`src/rtl/common.sv`:
```
// Shared execute-stage types: shift descriptor produced by decode and the
// state encoding of the iterative shift unit.
package common;

    typedef enum logic [2:0] {
        SHIFT_SHL     = 3'd0,
        SHIFT_SHR     = 3'd1,
        SHIFT_ASL     = 3'd2,
        SHIFT_ASR     = 3'd3,
        SHIFT_ROL     = 3'd4,
        SHIFT_ROR     = 3'd5,
        SHIFT_INVALID = 3'd6
    } e_shift_type;

    typedef struct packed {
        e_shift_type shift_type;
        logic [4:0]  amount;
    } s_shift;

    typedef enum bit [1:0] {SHX_IDLE, SHX_BUSY, SHX_DONE} e_shift_exec_state;

    localparam int SHIFT_EXEC_WIDTH = 32;

    // Code 7 is never produced by decode but must still be flagged as an error.
    function automatic logic shift_type_invalid(input logic [2:0] code);
        return (code >= 3'd6);
    endfunction

endpackage

```
`src/rtl/shift_step.sv`:
```
// One combinational step of the iterative shifter: moves the working value
// by one bit, or by four bits when by4 is set.
module shift_step
    import common::*;
#(
    parameter int WIDTH = SHIFT_EXEC_WIDTH
) (
    input  e_shift_type      kind,
    input  logic [WIDTH-1:0] value,
    input  logic             by4,
    output logic [WIDTH-1:0] result
);

    // Select the stepped value for the latched shift type; unknown codes pass through.
    always_comb begin
        result = value;
        if (by4) begin
            case (kind)
                SHIFT_SHL, SHIFT_ASL: result = {value[WIDTH-5:0], 4'b0000};
                SHIFT_SHR:            result = {4'b0000, value[WIDTH-1:4]};
                SHIFT_ASR:            result = {{4{value[WIDTH-1]}}, value[WIDTH-1:4]};
                SHIFT_ROL:            result = {value[WIDTH-5:0], value[WIDTH-1:WIDTH-4]};
                SHIFT_ROR:            result = {value[3:0], value[WIDTH-1:4]};
                default:              result = value;
            endcase
        end else begin
            case (kind)
                SHIFT_SHL, SHIFT_ASL: result = {value[WIDTH-2:0], 1'b0};
                SHIFT_SHR:            result = {1'b0, value[WIDTH-1:1]};
                SHIFT_ASR:            result = {value[WIDTH-1], value[WIDTH-1:1]};
                SHIFT_ROL:            result = {value[WIDTH-2:0], value[WIDTH-1]};
                SHIFT_ROR:            result = {value[0], value[WIDTH-1:1]};
                default:              result = value;
            endcase
        end
    end

endmodule

```
`src/rtl/shift_exec.sv`:
```
// Iterative shift execution unit with valid/ready on both sides.
// Define SHIFT_EXEC_STEP4_EN to step four bits per cycle while at least four remain.
module shift_exec
    import common::*;
#(
    parameter int WIDTH = SHIFT_EXEC_WIDTH
) (
    input  logic             clk,
    input  logic             reset,
    input  logic             in_valid,
    output logic             in_ready,
    input  s_shift           in_shift,
    input  logic [WIDTH-1:0] in_operand,
    output logic             out_valid,
    input  logic             out_ready,
    output logic [WIDTH-1:0] out_result,
    output logic             out_err
);

    e_shift_exec_state state_q, state_d;
    e_shift_type       kind_q, kind_d;
    logic [WIDTH-1:0]  work_q, work_d;
    logic [4:0]        rem_q, rem_d;
    logic              valid_q, valid_d;
    logic              err_q, err_d;
    logic              by4_s;
    logic [4:0]        step_dec_s;
    logic [WIDTH-1:0]  stepped_s;

    shift_step #(.WIDTH(WIDTH)) u_step (
        .kind   (kind_q),
        .value  (work_q),
        .by4    (by4_s),
        .result (stepped_s)
    );

    // Step size for the current BUSY cycle.
    always_comb begin
`ifdef SHIFT_EXEC_STEP4_EN
        if (rem_q >= 5'd4) begin
            by4_s = 1'b1;
        end else begin
            by4_s = 1'b0;
        end
`else
        by4_s = 1'b0;
`endif
        step_dec_s = by4_s ? 5'd4 : 5'd1;
    end

    // Next-state logic: accept in IDLE, step in BUSY, hold until handoff in DONE.
    always_comb begin
        state_d = state_q;
        kind_d  = kind_q;
        work_d  = work_q;
        rem_d   = rem_q;
        valid_d = valid_q;
        err_d   = err_q;
        case (state_q)
            SHX_IDLE: begin
                if (in_valid) begin
                    kind_d = in_shift.shift_type;
                    work_d = in_operand;
                    rem_d  = in_shift.amount;
                    if (shift_type_invalid(in_shift.shift_type)) begin
                        err_d   = 1'b1;
                        valid_d = 1'b1;
                        state_d = SHX_DONE;
                    end else if (in_shift.amount == 5'd0) begin
                        err_d   = 1'b0;
                        valid_d = 1'b1;
                        state_d = SHX_DONE;
                    end else begin
                        err_d   = 1'b0;
                        state_d = SHX_BUSY;
                    end
                end else begin
                    state_d = SHX_IDLE;
                end
            end
            SHX_BUSY: begin
                work_d = stepped_s;
                rem_d  = rem_q - step_dec_s;
                if (rem_q == step_dec_s) begin
                    valid_d = 1'b1;
                    state_d = SHX_DONE;
                end else begin
                    state_d = SHX_BUSY;
                end
            end
            SHX_DONE: begin
                if (out_ready) begin
                    valid_d = 1'b0;
                    err_d   = 1'b0;
                    state_d = SHX_IDLE;
                end else begin
                    state_d = SHX_DONE;
                end
            end
            default: begin
                valid_d = 1'b0;
                err_d   = 1'b0;
                state_d = SHX_IDLE;
            end
        endcase
    end

    // State and output registers; reset discards any in-flight request.
    always_ff @(posedge clk or posedge reset) begin
        if (reset) begin
            state_q <= SHX_IDLE;
            kind_q  <= SHIFT_SHL;
            work_q  <= {WIDTH{1'b0}};
            rem_q   <= 5'd0;
            valid_q <= 1'b0;
            err_q   <= 1'b0;
        end else begin
            state_q <= state_d;
            kind_q  <= kind_d;
            work_q  <= work_d;
            rem_q   <= rem_d;
            valid_q <= valid_d;
            err_q   <= err_d;
        end
    end

    assign in_ready   = (state_q == SHX_IDLE);
    assign out_valid  = valid_q;
    assign out_result = work_q;
    assign out_err    = err_q;

endmodule

```
`config.mk`:
```
export PLATFORM = sky130hd
export DESIGN_NAME = shift_exec
export DESIGN_NICKNAME = d
export VERILOG_FILES = /design/src/rtl/common.sv /design/src/rtl/shift_step.sv /design/src/rtl/shift_exec.sv
export SDC_FILE = /design/constraint.sdc
export NUM_CORES = 1
export LEC_CHECK = 0
export CAP_MARGIN = 5
export CORE_UTILIZATION = 60
export CTS_CLUSTER_SIZE = 16
export DETAILED_ROUTE_END_ITERATION = 12
export DONT_BUFFER_PORTS = 1
export PLACE_DENSITY = 0.76
export SETUP_SLACK_MARGIN = 0.15
export SKIP_LAST_GASP = 1
export SLEW_MARGIN = 20
export SYNTH_ARGS = -nofsm -noshare
export SYNTH_HDL_FRONTEND = slang
export SYNTH_HIERARCHICAL = 1
export SYNTH_SLANG_ARGS = --single-unit
```
`constraint.sdc`:
```
create_clock -name clk -period 4.9 [get_ports clk]
set_clock_uncertainty 0.2 [all_clocks]
set_input_delay 0.98 -clock clk [delete_from_list [all_inputs] [get_ports clk]]
set_output_delay 0.98 -clock clk [all_outputs]
set_load 0.01 [all_outputs]
```
Yosys cells after proc, flatten, opt, wreduce, memory -nomap -nowiden. Cells that the tools add are included.

Add/subtract/negate cells: 1. Order comparisons: 1. Eq/ne operators: 15. Muxes and demuxes: 20. Bitwise operators: 1. Reduce and logical (&&, ||, !) cells: 11.

Operators by type and width (number): 32-bit one-hot mux with 5 select lines (1); 32-bit one-hot mux with 2 select lines (1); 32-bit two-way mux (1); 2-bit two-way mux (5); 5-bit one-hot mux with 2 select lines (1); 2-bit inequality test, second input constant (4); 4-bit AND reduction (2); 1-bit two-way mux (7); 3-bit by 2-bit equality test with 1-bit output, second input constant (2); 3-bit equality test, second input constant (2); 6-bit by 1-bit inequality test with 1-bit output, second input constant (1); 1-bit one-hot mux with 3 select lines (2); 2-bit one-hot mux with 3 select lines (1); 3-bit AND reduction (2); 5-bit by 1-bit equality test with 1-bit output, second input constant (1); 5-bit zero test (1); 5-bit two-way mux (1); 5-bit by 1-bit inequality test with 1-bit output, second input constant (1); 5-bit by 1-bit subtractor with 5-bit output, second input constant (1); 2-bit AND reduction (2); 3-bit by 1-bit equality test with 1-bit output, second input constant (1); 3-bit >= comparator, second input constant (1); 3-bit zero test (1); 3-bit by 1-bit inequality test with 1-bit output, second input constant (1); 6 further kinds (6).

Flip-flop bits (word level): 44. Input bits: 44. Output and inout bits: 35.

Logic depth before layout (Yosys ltp). Gate-level depths: netlist of run 1.

Depth after elaboration: 5. Depth in mapped cells: 8. Depth with buffers taken out: 6.

Cells and area by module. The synthesis of run 1 kept the hierarchy.

By module, submodules not included: shift_exec (times used 1, cells each 245, area an instance 2124.5 um^2, sequential area each 1101.1 um^2); shift_step (times used 1, cells each 160, area an instance 1277.5 um^2, sequential area each 0.0 um^2).

Worst setup path after synthesis of run 1. OpenSTA, ideal clock, no wires.

Path type: input to register. Start point: input in_valid. End point: register work_q[0] (netlist: out_result[0]). Arrival: 1744 ps. Setup slack: 2832 ps. Stages on the path: 5. Path through: or3b_4 > buf_6 > buf_6 > nand3_2 > nand3_1.

Word-level cells in the longest chain between the ends: 2.

RTL lines: start: declaration (line shift_exec.sv:10) `input logic in_valid,`; 2-bit inequality test (no line); 3-bit AND reduction (no line); end signal: assignment (line shift_exec.sv:113) `work_q <= {WIDTH{1'b0}};`; end signal: assignment (line shift_exec.sv:120) `work_q <= work_d;`; end: declaration (line shift_exec.sv:22) `logic [WIDTH-1:0] work_q, work_d;`.

Every way passes these cells. A chain may end at the register's enable or synchronous reset.

Final worst setup path of run 1.
Start point: register kind_q[0]. End point: register work_q[4] (netlist: out_result[4]).

Word-level cells in the longest chain between the ends: 4. Elaborated cells on any way between the ends: 11. Those cells by class: eq/ne (6); mux (2); reduce/logical (3).

RTL lines: start: declaration (line shift_exec.sv:21) `e_shift_type kind_q, kind_d;`; start signal: assignment (line shift_exec.sv:119) `kind_q <= kind_d;`; 3-bit by 2-bit equality test with 1-bit output / 3-bit zero test (equally long branches) (line shift_step.sv:27) `case (kind)`; 2-bit OR reduction (line shift_step.sv:27); 32-bit one-hot mux with 5 select lines * (line shift_step.sv:27); via stepped_s[4] (line shift_exec.sv:28) `logic [WIDTH-1:0] stepped_s;`; 32-bit one-hot mux with 2 select lines * (line shift_exec.sv:59) `case (state_q)`.

The timed path passes the listed nets; every way through them passes the cells marked *.

==> results of run 1 <==
## synthesized netlist by cell type (2+ instances only)
master      n  share of area
nor3_1      2         0.0029
dfrtp_1    44           0.32
nand3_1    64          0.094
nor2_1     70          0.077
inv_1       4         0.0044
nand2_1    98           0.11
and2_2      3         0.0066
nor2b_1     5         0.0092
nor4b_1     2         0.0051
ha_1        2         0.0074
buf_4       4         0.0088
mux4_2     28           0.19
a211oi_1    2         0.0044
o21ai_0     5         0.0074
clkbuf_1    6         0.0066
o2bb2ai_1   2         0.0051
buf_2      19          0.028
nand2b_1    3         0.0055
mux2i_1     2         0.0059
o21ai_1     2         0.0029
a21oi_1     3         0.0044
nand3_2     6          0.018
a311oi_1    4          0.010
buf_6       4          0.013
mux2_2      2         0.0066
o211ai_1    2         0.0044
## kinds of logic after synthesis
kind of cell / after synthesis / share of synthesized area
simple gates: 261 / 0.350
buf+inv: 38 / 0.0622
fa+ha+maj: 2 / 0.00735
flops: 44 / 0.324
compound gates: 26 / 0.0537
mux: 33 / 0.202
other cells: 1 / 0.00110
## power groups by stage
stage          clock network [W]  registers, W  logic, W
2_1_floorplan                  0      0.000830   0.00121
3_3_place_gp                   0      0.000988   0.00126
3_5_place_dp                   0       0.00101   0.00130
4_1_cts                 0.000241      0.000997   0.00130
5_1_grt                 0.000253       0.00104   0.00149
6_report                0.000235       0.00100   0.00130
## per-layer routing
| metal | up-vias | global-route usage | wire length, um |
|---|---|---|---|
| li1 | 1365 | - | - |
| met1 | 1420 | 0.389 | 3420 |
| met2 | 126 | 0.462 | 3860 |
| met3 | 7 | 0.0619 | 571 |
| met4 | 0 | 0.0811 | 87 |
| met5 | - | 0 | 0 |
## area by class of cell
type / count / area (sq um) / area share
multi-input combinational: 323 / 2090 / 0.610
sequential: 44 / 1100 / 0.321
tap: 72 / 90.1 / 0.0263
clock buffer: 6 / 82.6 / 0.0241
timing repair buffer: 5 / 37.5 / 0.0109
inverter: 4 / 15.0 / 0.00438
clock inverter: 2 / 10.0 / 0.00292
## sequential cells by signal, summed over array words and instances (netlist names)
register / count
rem_q: 5
out_result: 32
state_q: 2
kind_q: 3
out_err: 1
out_valid: 1
## layout by cell type, fill, tap and decap left out, types with 2 or more instances in the layout
master	Yosys	layout
a211oi_1	2	2
a21oi_1	3	3
a311oi_1	4	4
and2_2	3	3
buf_4	4	5
clkbuf_8	0	6
clkinv_2	0	2
dfrtp_1	44	44
ha_1	2	2
inv_1	4	3
mux2_2	2	2
mux2i_1	2	2
mux4_2	28	28
nand2_1	98	98
nand2b_1	3	3
nand3_1	64	64
nand3_2	6	6
nor2_1	70	70
nor2b_1	5	4
nor3_1	2	2
nor4b_1	2	2
o211ai_1	2	2
o21ai_0	5	5
o21ai_1	2	2
o2bb2ai_1	2	2
## stage by stage
stage / setup WS, ns / util
global placement: 2.66 / 0.610
detailed placement: 2.60 / 0.610
global route: 2.42 / 0.626
CTS: 2.59 / 0.626
finish: 2.57 / 0.626
floorplan: 2.69 / -
## worst max-delay path by stage
| stage | cells after the start | slack (ns) | startpoint | to |
|---|---|---|---|---|
| floorplan | 1 | 2.69 | reset | kind_q[0] |
| global placement | 6 | 2.66 | kind_q[0] | out_result[2] |
| detailed placement | 6 | 2.60 | kind_q[0] | out_result[4] |
| CTS | 6 | 2.59 | kind_q[0] | out_result[28] |
| global route | 6 | 2.42 | kind_q[0] | out_result[28] |
| finish | 6 | 2.57 | kind_q[0] | out_result[4] |
==> out/metrics.cfg, run 1 <==
[placed_design]
gp_congestion=0.842
place_hpwl_um=5230
dp.cells=448
dpl_cell_area_sq_um=3340
portBuffers=0

[cells_and_area]
drive_gt1_frac=0.148
stdcell_count=456
layout.nets=429
design_area_sq_um=3430
syn_to_final_growth_pct=0.772
num-fill-cells=479
antenna_cells=0

[detailed_routing]
wirelength_um=7940
drcViolationCount=0
avgViaCountPerCell=6.40
vias=2918
drt_pre_antenna_iters=5
wl_per_cell_um=17.4
drt_iter0_markers=317
antenna_left=0

[clock_network]
clockRootBuffer=clkbuf_8
cts_tree=yes
insertion_delay_ns=0.29
clockBufferDepth=2
clk_pin_slew_ns=0.08
htreeDepth=2
cts_resized=0
post_cts_buffers=0
cts.sinks=44
cts_buffers=5
cts_hold_buf=0

[global_routing]
grt_pass1_vias=2718
grt_start_max_net_pins=45
grt_overflow=0
grt_pass1_wl_um=13500
track_usage=0.286
antenna_found_initial=0

[power]
pwr-share-clk=0.093
switching_share=0.489
worst_ir_drop_vdd_v=0.000289
p_int_w=0.00130
leakage_nw=1.47
p_switching_w=0.00124
pwr-share-comb=0.513
seqPwrFrac=0.395
finalPower_w=0.00254
power_density_nw_per_um2=740

[synthesis]
yosysWarnings=6
synth-seq-area-share=0.324
synthesis.nets=451
ys_seq_elements=44
synth_cell_types=43
synth_edf_count=0
ys.flop_type=dfrtp_1
avgSynthCellArea_sq_um=8.40
syn_area_sq_um=3400
netlist_instances=405
async_reset_ff_frac=1.00

[worst_setup_path]
path_common_cell=nand2_1
worst-r2r-cell-count=6
cp-start-kind=flop
arrival_ns=2.31
r2r_setup_slack_ns=2.57
crit_path_end_kind=flop
crit_chain=buf_4, mux4_2, nand2_1, nand2_1, nand2_1, nand3_1
required_ns=4.88
cp_slowest_cell=dfrtp_1
r2r_end=out_result[4]
critical_path.max_stage_delay_ns=0.76
worstReg2RegStart=kind_q[0]
worstPathMaxFanout=28
path_class=reg -> reg
crit_buf_inv=1
critical_path.top_delay_family=flip-flops

[sta]
worstMarginPinSlew_ns=0.977
hold_ws_ns=0.348
clock.fmax_ghz=0.429
slew_headroom=0.347
maxSlewViolCount=0
finalSetupViolCount=0
hold_viol_final=0
setup_tns_ns=0
timing.final.crit_period_ns=2.33
rsz0062_at_grt=no
finalCritPeriodShare=0.476

[die]
fp-row-count=27
die_area_sq_um=5980
core_region_area_sq_um=5470
die_y_um=77.3
ios=79
start_util=0.622
dieWidth_um=77.3

[run_status]
status=finished clean

[min_path]
hold_depth=1
hold_class=reg -> reg
min_to=rem_q[3]
min_from=rem_q[3]

[job]
max-cap-violations=0

Power figures use the tool's default switching activity.
==> run 2: changes to the inputs <==
--- a/config.mk
+++ b/config.mk
@@ -6,7 +6,7 @@
 export NUM_CORES = 1
 export LEC_CHECK = 0
 export CAP_MARGIN = 5
-export CORE_UTILIZATION = 60
+export CORE_UTILIZATION = 58
 export CTS_CLUSTER_SIZE = 16
 export DETAILED_ROUTE_END_ITERATION = 12
 export DONT_BUFFER_PORTS = 1
==> constraint.sdc (replaced) <==
create_clock -name clk -period 2 [get_ports clk]
set_clock_uncertainty 0.2 [all_clocks]
set_input_delay 0.4 -clock clk [delete_from_list [all_inputs] [get_ports clk]]
set_output_delay 0.4 -clock clk [all_outputs]
set_load 0.01 [all_outputs]
==> out/metrics.cfg, run 2 (synthesis results as in run 1) <==
[global_routing]
grt_start_max_net_pins=40  ; -11%
antenna_found_initial=0  ; unchanged
grt_pass1_vias=2938  ; +8.1%
grt_overflow=0  ; unchanged
track_usage=0.299  ; +0.0128
grt_pass1_wl_um=14400  ; +6.4%

[power]
power_density_nw_per_um2=1900  ; +160%
p_int_w=0.00376  ; +190%
pwr-share-comb=0.542  ; +0.029
pwr-share-clk=0.137  ; +0.044
switching_share=0.461  ; -0.0286
leakage_nw=1.60  ; +8.5%
worst_ir_drop_vdd_v=0.00101  ; +250%
seqPwrFrac=0.321  ; -0.074
p_switching_w=0.00321  ; +160%

[clock_network]
clk_pin_slew_ns=0.09  ; about the same
clockBufferDepth=2  ; unchanged
cts.sinks=44  ; unchanged
htreeDepth=2  ; unchanged
clockRootBuffer=clkbuf_8
cts_tree=yes
insertion_delay_ns=0.30  ; about the same
post_cts_buffers=0  ; unchanged
cts_buffers=5  ; unchanged

[placed_design]
portBuffers=0  ; unchanged
dpl_cell_area_sq_um=3480  ; +4.2%
place_hpwl_um=6050  ; +16%
gp_congestion=0.841  ; about the same

[die]
fp-row-count=27  ; unchanged
core_region_area_sq_um=5570  ; +1.9%
ios=79  ; unchanged
die_area_sq_um=6180  ; +3.4%
die_y_um=78.6  ; +1.7%
start_util=0.610  ; -0.0113
dieWidth_um=78.6  ; +1.7%

[worst_setup_path]
required_ns=1.97  ; -2.91 ns
crit_path_start=state_q[1]
crit_path_end_kind=flop
worstReg2RegStart=state_q[1]
path_class=reg -> reg
arrival_ns=1.77  ; -0.54 ns
cp-start-kind=flop
worstPathMaxFanout=39  ; +39%

[cells_and_area]
largest_reg_flops=32  ; unchanged
antenna_cells=0  ; unchanged
layout_common_cells=97 x nand2_1, 70 x nor2_1, 64 x nand3_1
layout.cells.most_common=nand2_1
layout.nets=447  ; +4.2%
syn_to_final_growth_pct=7.72
drive_gt1_frac=0.192  ; +0.0431
design_area_sq_um=3660  ; +6.9%

[detailed_routing]
drt_pre_antenna_iters=5  ; unchanged
wl_per_cell_um=18.2  ; +4.3%
avgViaCountPerCell=6.39  ; about the same
antenna_left=0  ; unchanged
vias=3031  ; +3.9%
drt_iter0_markers=288  ; -9.1%
wirelength_um=8610  ; +8.4%
drcViolationCount=0  ; unchanged

[sta]
worstMarginPinSlew_ns=0.739  ; -0.238 ns
maxSlewViolCount=0  ; unchanged
timing.final.crit_period_ns=1.80  ; -0.527 ns
slew_headroom=0.505  ; +0.157
rsz0062_at_grt=yes
setup_tns_ns=0  ; unchanged
finalSetupViolCount=0  ; unchanged
hold_ws_ns=-0.00106  ; -0.349 ns
finalCritPeriodShare=0.902  ; +0.426
hold_viol_final=1  ; +1
clock.fmax_ghz=0.554  ; +29%

[run_status]
status=finished with violations
violations=hold timing

[min_path]
hold_class=in -> reg
min_from=in_shift[7]

[job]
max-cap-violations=0  ; unchanged

run 2: cell types whose count changed in the layout (fill, tap and decap cells not counted), sizes merged:
cell,change
dlygate4sd3,+1
bufinv,+3
clkbuf,-1
clkinv,-2
buf,+17
run 2: worst max-delay path: stages, from the launching register on:
cell and delay [ns]:
dfrtp_1 0.49, or3b_4 0.66, nand3_1 0.19, nand3_1 0.11
run 2: final timing paths:
check                            endpoint  slack (ns)  depth (start not counted)
max                        out_result[15]        0.20                          3
min in group asynchronous        rem_q[3]        0.37                          2
min reg2reg                      rem_q[3]        0.33                          1
max reg2reg                out_result[15]        0.20                          3
min                             kind_q[2]      -0.001                          2
max in group asynchronous  out_result[15]        0.70                          3
run 2: final cells by class:
type / instances / area, sq um
Timing Repair Buffer: 23 / 195
Multi-Input combinational cell: 323 / 2100
Tap cell: 72 / 90.1
Clock inverter: 3 / 90.1
Inverter: 4 / 15.0
Fill cell: 484 / 1910
Clock buffer: 5 / 68.8
Sequential cell: 44 / 1100
run 2: layer usage:
metal / part of all wire / track usage / vias to the layer above
li1: - / - / 1396
met1: 0.42 / 0.407 / 1468
met2: 0.48 / 0.467 / 145
met3: 0.081 / 0.0733 / 22
met4: 0.023 / 0.102 / 0
met5: 0 / 0 / -
run 2: per-stage QoR:
stage / std cells / worst slack [ns] / utilization / power [W]
after floorplan: 405 / 0.171 / - / 0.00501
after detailed placement: 465 / 0.221 / 0.624 / 0.00591
final: 474 / 0.196 / 0.657 / 0.00697
after global placement: 465 / 0.263 / 0.624 / 0.00577
after CTS: 474 / 0.212 / 0.654 / 0.00688
after global routing: 474 / 0.134 / 0.657 / 0.00755
run 2: power by group through the flow:
stage	combinational [W]	clock [W]	sequential, W
finish	0.00378	0.000954	0.00223
global route	0.00425	0.000991	0.00231
CTS	0.00372	0.000953	0.00220
detailed placement	0.00368	0	0.00222
global placement	0.00358	0	0.00220
floorplan	0.00297	0	0.00203
run 2: what timing repair did:
action,in CTS,in global routing
gates resized for setup,0,6
endpoints found under the setup margin,0,10
hold buffers,1,0
hold endpoints to repair,18,0
